File: src/rtl/dbg_run_ctrl_pkg.sv
// Shared encodings for the run/step/reset debug controller: FSM states and
// the default assignment of matrix-button channels.
package dbg_run_ctrl_pkg;

  typedef enum logic [1:0] {
    ST_RESET = 2'd0,
    ST_RUN   = 2'd1,
    ST_HALT  = 2'd2,
    ST_STEP  = 2'd3
  } run_state_e;

  localparam int DEF_RUN_IDX  = 0;
  localparam int DEF_STEP_IDX = 1;
  localparam int DEF_IRQ_IDX  = 2;

endpackage

File: src/rtl/btn_debounce.sv
// Single-channel button debouncer: the level follows the input once it has
// been stable for DEBOUNCE cycles; press pulses on each accepted 0->1 edge.
module btn_debounce #(
  parameter int DEBOUNCE = 16
) (
  input  logic clk,
  input  logic rstn,
  input  logic raw,
  output logic level,
  output logic press
);

  localparam int CW = $clog2(DEBOUNCE);
  localparam logic [CW-1:0] LAST = CW'(DEBOUNCE - 1);

  logic          r_sync;
  logic          r_level;
  logic          r_press;
  logic [CW-1:0] r_cnt;

  // The counter only runs while the sampled input disagrees with the level,
  // so any bounce back to the old level restarts the stability window.
  always_ff @(posedge clk) begin
    if (!rstn) begin
      r_sync  <= 1'b0;
      r_level <= 1'b0;
      r_press <= 1'b0;
      r_cnt   <= '0;
    end else begin
      r_sync  <= raw;
      r_press <= 1'b0;
      if (r_sync == r_level) begin
        r_cnt <= '0;
      end else if (r_cnt == LAST) begin
        r_level <= r_sync;
        r_press <= r_sync;
        r_cnt   <= '0;
      end else begin
        r_cnt <= r_cnt + CW'(1);
      end
    end
  end

  assign level = r_level;
  assign press = r_press;

endmodule

File: src/rtl/dbg_run_ctrl.sv
// Run/halt/step controller for the pipelined core: stretched reset, debounced
// buttons, clock-enable FSM with PC breakpoint, and a held interrupt request.
module dbg_run_ctrl
  import dbg_run_ctrl_pkg::*;
#(
  parameter int N_BTN       = 4,
  parameter int DEBOUNCE    = 16,
  parameter int RST_LEN     = 16,
  parameter int STEP_CYCLES = 1,
  parameter int ADDR_W      = 32,
  parameter int CNT_W       = 32,
  parameter int RUN_IDX     = DEF_RUN_IDX,
  parameter int STEP_IDX    = DEF_STEP_IDX,
  parameter int IRQ_IDX     = DEF_IRQ_IDX
) (
  input  logic              clk,
  input  logic              rstn,
  input  logic [N_BTN-1:0]  btn_raw,
  input  logic              debug_en,
  input  logic              bp_en,
  input  logic [ADDR_W-1:0] bp_addr,
  input  logic [ADDR_W-1:0] pc,
  input  logic              irq_ack,
  output logic              rst_out,
  output logic              cpu_en,
  output logic              halted,
  output logic [N_BTN-1:0]  btn_level,
  output logic [N_BTN-1:0]  btn_press,
  output logic              irq_req,
  output logic [CNT_W-1:0]  step_count
);

  localparam int RCW = $clog2(RST_LEN + 1);
  localparam int SCW = $clog2(STEP_CYCLES + 1);

  logic [RCW-1:0]   r_rst_cnt;
  logic             r_rst_out;
  logic [N_BTN-1:0] w_level;
  logic [N_BTN-1:0] w_press_raw;
  logic [N_BTN-1:0] w_press;
  logic             w_run_press;
  logic             w_step_press;
  logic             w_irq_press;
  logic             w_bp_hit;
  run_state_e       r_state;
  logic             r_cpu_en;
  logic             r_halted;
  logic             r_skip_bp;
  logic [SCW-1:0]   r_step_left;
  logic [CNT_W-1:0] r_step_count;
  logic             r_irq_req;

  // rst_out drops on the cycle after the counter has been seen at zero.
  always_ff @(posedge clk) begin
    if (!rstn) begin
      r_rst_cnt <= RCW'(RST_LEN);
      r_rst_out <= 1'b1;
    end else begin
      if (r_rst_cnt != '0) r_rst_cnt <= r_rst_cnt - RCW'(1);
      r_rst_out <= (r_rst_cnt != '0);
    end
  end

  for (genvar g = 0; g < N_BTN; g++) begin : g_btn
    btn_debounce #(.DEBOUNCE(DEBOUNCE)) u_db (
      .clk   (clk),
      .rstn  (rstn),
      .raw   (btn_raw[g]),
      .level (w_level[g]),
      .press (w_press_raw[g])
    );
  end

  assign w_press      = r_rst_out ? '0 : w_press_raw;
  assign w_run_press  = w_press[RUN_IDX];
  assign w_step_press = w_press[STEP_IDX];
  assign w_irq_press  = w_press[IRQ_IDX];
  assign w_bp_hit     = debug_en && bp_en && (pc == bp_addr) && !r_skip_bp;

  // r_skip_bp lets the first RUN cycle after a resume execute the
  // instruction sitting on the breakpoint instead of halting again.
  always_ff @(posedge clk) begin
    if (!rstn) begin
      r_state     <= ST_RESET;
      r_cpu_en    <= 1'b0;
      r_halted    <= 1'b0;
      r_skip_bp   <= 1'b0;
      r_step_left <= '0;
    end else begin
      case (r_state)
        ST_RESET: begin
          if (!r_rst_out) begin
            if (debug_en) begin
              r_state  <= ST_HALT;
              r_halted <= 1'b1;
            end else begin
              r_state  <= ST_RUN;
              r_cpu_en <= 1'b1;
            end
          end
        end
        ST_RUN: begin
          r_skip_bp <= 1'b0;
          if ((debug_en && w_run_press) || w_bp_hit) begin
            r_state  <= ST_HALT;
            r_cpu_en <= 1'b0;
            r_halted <= 1'b1;
          end
        end
        ST_HALT: begin
          if (!debug_en || w_run_press) begin
            r_state   <= ST_RUN;
            r_cpu_en  <= 1'b1;
            r_halted  <= 1'b0;
            r_skip_bp <= 1'b1;
          end else if (w_step_press) begin
            r_state     <= ST_STEP;
            r_cpu_en    <= 1'b1;
            r_halted    <= 1'b0;
            r_step_left <= SCW'(STEP_CYCLES);
          end
        end
        ST_STEP: begin
          if (r_step_left <= SCW'(1)) begin
            r_state  <= ST_HALT;
            r_cpu_en <= 1'b0;
            r_halted <= 1'b1;
          end else begin
            r_step_left <= r_step_left - SCW'(1);
          end
        end
        default: begin
          r_state  <= ST_RESET;
          r_cpu_en <= 1'b0;
          r_halted <= 1'b0;
        end
      endcase
    end
  end

  always_ff @(posedge clk) begin
    if (!rstn) r_step_count <= '0;
    else if (r_cpu_en) r_step_count <= r_step_count + CNT_W'(1);
  end

  // irq_req/irq_ack: the request rises on a press and holds until irq_ack
  // is sampled with it high; a press on the ack cycle keeps it raised.
  always_ff @(posedge clk) begin
    if (!rstn) r_irq_req <= 1'b0;
    else if (w_irq_press) r_irq_req <= 1'b1;
    else if (irq_ack) r_irq_req <= 1'b0;
  end

  assign rst_out    = r_rst_out;
  assign cpu_en     = r_cpu_en;
  assign halted     = r_halted;
  assign btn_level  = w_level;
  assign btn_press  = w_press;
  assign irq_req    = r_irq_req;
  assign step_count = r_step_count;

endmodule

File: config.mk
export PLATFORM = sky130hd
export DESIGN_NAME = dbg_run_ctrl
export DESIGN_NICKNAME = d
export VERILOG_FILES = /design/src/rtl/dbg_run_ctrl_pkg.sv /design/src/rtl/btn_debounce.sv /design/src/rtl/dbg_run_ctrl.sv
export SDC_FILE = /design/constraint.sdc
export NUM_CORES = 1
export LEC_CHECK = 0
export CAP_MARGIN = 10
export CORE_ASPECT_RATIO = 1.75
export CORE_MARGIN = 2
export CORE_UTILIZATION = 46
export DETAILED_ROUTE_END_ITERATION = 12
export GPL_ROUTABILITY_DRIVEN = 1
export GPL_TIMING_DRIVEN = 0
export MAX_ROUTING_LAYER = met4
export PLACE_DENSITY = 0.8
export SLEW_MARGIN = 5
export SYNTH_ARGS = -nofsm -noshare
export SYNTH_HDL_FRONTEND = slang
export SYNTH_SLANG_ARGS = --single-unit
File: constraint.sdc
create_clock -name clk -period 2.1 [get_ports clk]
set_input_delay 0.21 -clock clk [delete_from_list [all_inputs] [get_ports clk]]
set_output_delay 0.21 -clock clk [all_outputs]
set_load 0.1 [all_outputs]
Yosys cells after proc, flatten, opt, wreduce, memory -nomap -nowiden
Index checks and enable logic that the tools add are counted.

word-level totals
  flip-flop bits (word level) = 73
  input port bits = 73
  output and inout bits = 44
  logic and storage cells = 123

cells by class
  add/subtract/negate cells = 7
  order comparisons = 1
  eq/ne operators = 22
  multiplexer cells = 29
  bitwise gates (word level) = 9
  reductions and logical operators = 30

operators by type and width
  kind                                                  number
  adder 32 x 1 -> 32 bit (second input constant)        1
  equality test 32 bit                                  1
  OR reduction 3 bit                                    8
  inequality test 2 bit (second input constant)         9
  2-to-1 mux 1 bit                                      17
  adder 4 x 1 -> 4 bit (second input constant)          4
  equality test 4 bit (second input constant)           4
  2-to-1 mux 2 bit                                      6
  AND reduction 2 bit                                   5
  AND reduction 5 bit                                   2
  inverter 1 bit                                        9
  one-hot mux 1 bit (4 select lines)                    2
  one-hot mux 2 bit (4 select lines)                    1
  AND reduction 4 bit                                   2
  nonzero test 2 bit                                    3
  nonzero test 5 bit                                    1
  subtractor 5 x 1 -> 5 bit (second input constant)     1
  equality test 1 bit                                   4
  equality test 2 bit (second input constant)           2
  logical AND 1 bit                                     4
  2-to-1 mux 4 bit                                      1
  one-hot mux 1 bit (2 select lines)                    2
  inequality test 3 bit (second input constant)         1
  equality test 2 x 1 -> 1 bit (second input constant)  1
  5 further kinds                                       7

Logic depth before layout (Yosys ltp)
  depth after elaboration = 6
  mapped depth = 7
  gate-level depth less buffers = 6

Modules after synthesis
Synthesis repeated with hierarchy kept, for this count alone.

second synthesis, totals
  cell total of the unflattened synthesis = 368
  area total of the unflattened synthesis = 3459.6 µm²

by module, submodules not included
  module        instances  cells an instance  area an instance (µm²)  seq. area each (µm²)
  dbg_run_ctrl  1          272                2468.6                  880.8
  btn_debounce  4          24                 247.7                   140.1

Worst setup path after synthesis
No wires, ideal clock.

  kind = register to register
  from = reg r_rst_out, in the netlist rst_out
  to = reg r_state[1]
  library setup time = 0.120 ns
  data arrival time = 2.927 ns
  path slack = -0.947 ns
  cell stages (with the launch flop) = 7
  clock period less this slack = 3.047 ns
  path through = dfxtp_1 > clkbuf_1 > nor2b_1 > mux2i_1 > a21oi_1 > nor2b_1 > o31a_1

between the ends
  longest elaborated chain between the ends = 5

RTL lines
  item                                    line                 RTL
  from (decl)                             dbg_run_ctrl.sv:37   logic r_rst_out;
  from (signal assigned)                  dbg_run_ctrl.sv:60   r_rst_out <= (r_rst_cnt != '0);
  2-to-1 mux 4 bit (*)                    dbg_run_ctrl.sv:74   assign w_press = r_rst_out ? '0 : w_press_raw;
  named net btn_press[0]                  dbg_run_ctrl.sv:28   output logic [N_BTN-1:0] btn_press,
  logical AND 1 bit                       dbg_run_ctrl.sv:104  if ((debug_en && w_run_press) || w_bp_hit) begin
  logical OR 1 bit                        dbg_run_ctrl.sv:104
  inequality test 2 bit (no source line)  -
  AND reduction 4 bit (no source line)    -
  to (signal assigned)                    dbg_run_ctrl.sv:105  r_state <= ST_HALT;
  to (signal assigned)                    dbg_run_ctrl.sv:112  r_state <= ST_RUN;
  to (signal assigned)                    dbg_run_ctrl.sv:117  r_state <= ST_STEP;
  to (decl)                               dbg_run_ctrl.sv:45   run_state_e r_state;

The timed path passes the listed nets; every way through them passes the cells marked *.
A chain may end at the register's enable or synchronous reset.

Final worst setup path
  from = reg r_step_count[25], in the netlist step_count[25]
  to = out step_count[25]

RTL lines
  item                    line                 RTL
  from (decl)             dbg_run_ctrl.sv:50   logic [CNT_W-1:0] r_step_count;
  from (signal assigned)  dbg_run_ctrl.sv:143  else if (r_cpu_en) r_step_count <= r_step_count + CNT_W'(1);
  to (decl)               dbg_run_ctrl.sv:30   output logic [CNT_W-1:0] step_count

No word-level cell between the ends.

==> flow_metrics.tcl <==
set metrics [dict create \
    start_util_pct 47.07 \
    finClkSkew_ns 0.004779 \
    drt-total-wl_um 8603 \
    wl_met2_um 4895 \
    syn_area_per_cell_um2 9.211 \
    numPortBuffers 116 \
    p_leak_nw 2.345 \
    seqCellArea_um2 1460 \
    worstMarginPinSlew_ns 0.9906 \
    setup_viol 0 \
    finalWeightedCongestion 0.8061 \
    cts_made_buffers 9 \
    antenna_found_initial 0 \
    synth_area_leaders "dfxtp_1, xor2_1, and2_1" \
    route.layer.met1.wl_um 3117 \
    dp_slack_ns -0.1122 \
    globalRouteOverflowTotal 0 \
    reg2reg_depth 7 \
    cts_buffer_depth 2 \
    die_area_um2 8434 \
    cellPowerDensity_nw_per_um2 681.7 \
    yosysTopAreaCellShare_pct 40.75 \
    drcViolationCount 0 \
    drv_slew 0 \
    worst_slew_margin_rel_pct 33.75 \
    grt_pass1_vias 3206 \
    yosysMostFrequentCell "dfxtp_1" \
    clk_pin_slew_ns 0.06 \
    peakVddDrop_mv 0.5050 \
    ys_ff_latch 72 \
    ff2ff_setup_slack_ns 0.36 \
    drive_gt1_share_pct 11.05 \
    dieHeight_um 120 \
    die_x_um 70.29 \
    ctsHoldBuffers 0 \
    cts_root_buffer "clkbuf_16" \
    grt_pass1_wl_um 14280 \
    start_kind "flip-flop" \
    synthTopCellsByCount "dfxtp_1, xor2_1, nand2_1" \
    worstHoldEndpoint "g_btn[1].u_db.r_cnt[0]$_SDFF_PP0_" \
    final_nets 590 \
    fin_hold_ws_ns 0.4473 \
    hpwlAfterDp_um 6657 \
    p_total_mw 3.515 \
    vias 3115 \
    cp_slowest_cell "clkdlybuf4s50_1" \
    fmax_ghz 0.4850 \
    yosys.area.top_type "dfxtp_1" \
    worstHoldStart "g_btn[1].u_db.r_cnt[0]$_SDFF_PP0_" \
    multi_input_area_um2 1982 \
    status "finished clean" \
    synth_edf_count 0 \
    dr.max_layer_used "met4" \
    gr-usage-all-layers_pct 21.88 \
    critPathArrivalTime_ns 1.85 \
    path_cells "clkdlybuf4s50_1" \
    cp.required_ns 1.89 \
    pwr-share-clk_pct 42.8 \
    seqPwrFrac_pct 42.3 \
    initialDrtViolationCount 117 \
    comb_power_share_pct 14.9 \
    period_needed_ns 2.062 \
    area_growth_pct 45.77 \
    worstPathBufferInverterCount 1 \
    grt_max_degree 14 \
    rows 42 \
    period_share_pct 98.17 \
    nFillCells 622 \
    wl_per_cell_um 14.24 \
    ios 117 \
    critical-path-top-delay-family "buffers and inverters" \
    coreArea_um2 7515 \
    clock_sinks 72 \
    cts_max_level 3 \
    criticalPathCategory "flip-flop to output pin" \
    netlist_area_um2 3537 \
    slowest_delay_ns 1.15 \
    synthArstFlopShare_pct 0 \
    rsz0062_at_grt "no" \
    hold_depth 1 \
    ant_nets 0 \
    layout_setup_ws_ns 0.03835 \
    internal_power_mw 2.620 \
    netSwitchingFraction_pct 25.47 \
    switchingPower_uw 895.2 \
    cts_tree "yes" \
    met3WireLength_um 358 \
    r2r-start "cpu_en$_SDFFE_PN0P_" \
    synthCells 384 \
    syn_nets 463 \
    cap_violations 0 \
    clk_latency_ns 0.33 \
    vias_per_cell 5.157 \
    ys_seq_area_share_pct 40.75 \
    synth_ff_type "dfxtp_1" \
    hold_viol 0 \
    hp-class "flip-flop to flip-flop" \
    synth.distinct_cells 40 \
    setup_tns_ns 0 \
    diodes 0 \
    cp_max_fo 4 \
    crit_path_end_kind "output pin" \
    timing.rr.end "step_count[29]$_SDFFE_PN0P_" \
    yosys_warnings 0 \
    drt_pass1_iterations 4 \
]
==> cell families after synthesis <==
group / Yosys count / synth area share [%]
compound gates: 27 / 5.059
fa+ha+maj: 6 / 2.122
buf+inv: 27 / 3.643
flops: 72 / 40.75
mux: 13 / 3.679
simple gates: 172 / 28.16
xor+xnor: 67 / 16.59
==> power groups by stage <==
stage          Clock, mW  Sequential [mW]  Combinational [mW]
2_1_floorplan          0             1.56               0.253
3_3_place_gp           0             1.51               0.505
3_5_place_dp           0             1.52               0.524
4_1_cts             1.53             1.49               0.527
5_1_grt             1.59             1.49               0.579
6_report            1.51             1.49               0.523
==> metrics by stage <==
step	instances	utilization, %	area, um2
final	604	68.61	5156
after global routing	604	68.61	5156
after CTS	604	68.28	5131
after detailed placement	588	64.44	4842
after global placement	588	64.44	4842
after floorplan	384	-	3571
==> metal layers <==
metal,GRT usage [%],vias up
li1,-,1560
met3,3.946,18
met1,21.07,1454
met2,40.98,83
met5,-,-
met4,10.46,0
==> how the worst max path moves through the flow <==
stage	cells past startpoint	startpoint	end	slack, ns
final	1	step_count[25]$_SDFFE_PN0P_	step_count[25]	0.04
after global routing	1	step_count[25]$_SDFFE_PN0P_	step_count[25]	0.003
after CTS	1	step_count[24]$_SDFFE_PN0P_	step_count[24]	0.0002
after detailed placement	3	rst_out$_SDFF_PN1_	btn_press[0]	-0.11
after global placement	3	rst_out$_SDFF_PN1_	btn_press[0]	-0.12
after floorplan	5	step_count[15]$_SDFFE_PN0P_	step_count[22]$_SDFFE_PN0P_	0.002
==> worst register-to-register path, delay by kind of cell, from the launching register on <==
kind / cells / cell delay (ns)
buffers and inverters: 2 / 0.31
DFF: 1 / 0.32
muxes: 1 / 0.14
and+or+nand+nor: 4 / 0.86
==> cell type report <==
class | count | area share [%]
clock buffers | 9 | 4.368
plain buffers | 17 | 1.771
clock inverters | 7 | 1.407
inverters | 10 | 0.7280
well taps | 88 | 2.135
flip-flops and latches | 72 | 28.32
multi-input cells | 285 | 38.44
repair buffers | 116 | 22.83
==> registers in the layout, summed over array words and instances, names as in the netlist, 2 cells and up <==
name	flops
g_btn.u_db.press	4
g_btn.u_db.r_cnt	16
r_state	2
g_btn.u_db.level	4
g_btn.u_db.r_sync	4
r_rst_cnt	5
step_count	32
==> placed cells by master (no fill, tap or decap), drive strengths merged, types with 2 or more instances in the layout <==
| master | instances |
|---|---|
| nor4b | 2 |
| nor2b | 12 |
| clkdlybuf4s15 | 4 |
| ha | 6 |
| clkdlybuf4s50 | 91 |
| clkinvlp | 2 |
| o311a | 2 |
| and3 | 8 |
| mux2i | 13 |
| clkinv | 4 |
| nor3 | 13 |
| and4 | 4 |
| xnor2 | 15 |
| clkbuf | 18 |
| nand3 | 22 |
| nand4 | 10 |
| nand2 | 32 |
| inv | 10 |
| xor2 | 52 |
| a21boi | 4 |
| dlymetal6s2s | 10 |
| nor2 | 18 |
| buf | 8 |
| and2 | 27 |
| o21ai | 9 |
| a21oi | 5 |
| dfxtp | 72 |
| nor4 | 12 |
| or3 | 4 |
| nand2b | 8 |
| dlygate4sd2 | 11 |
==> repair_timing <==
action | in CTS | in global routing
endpoints found under the setup margin | 15 | 10
pin swaps | 0 | 0
gates resized for setup | 23 | 10
buffers inserted | 0 | 0
(Power assumes the default switching activity.)
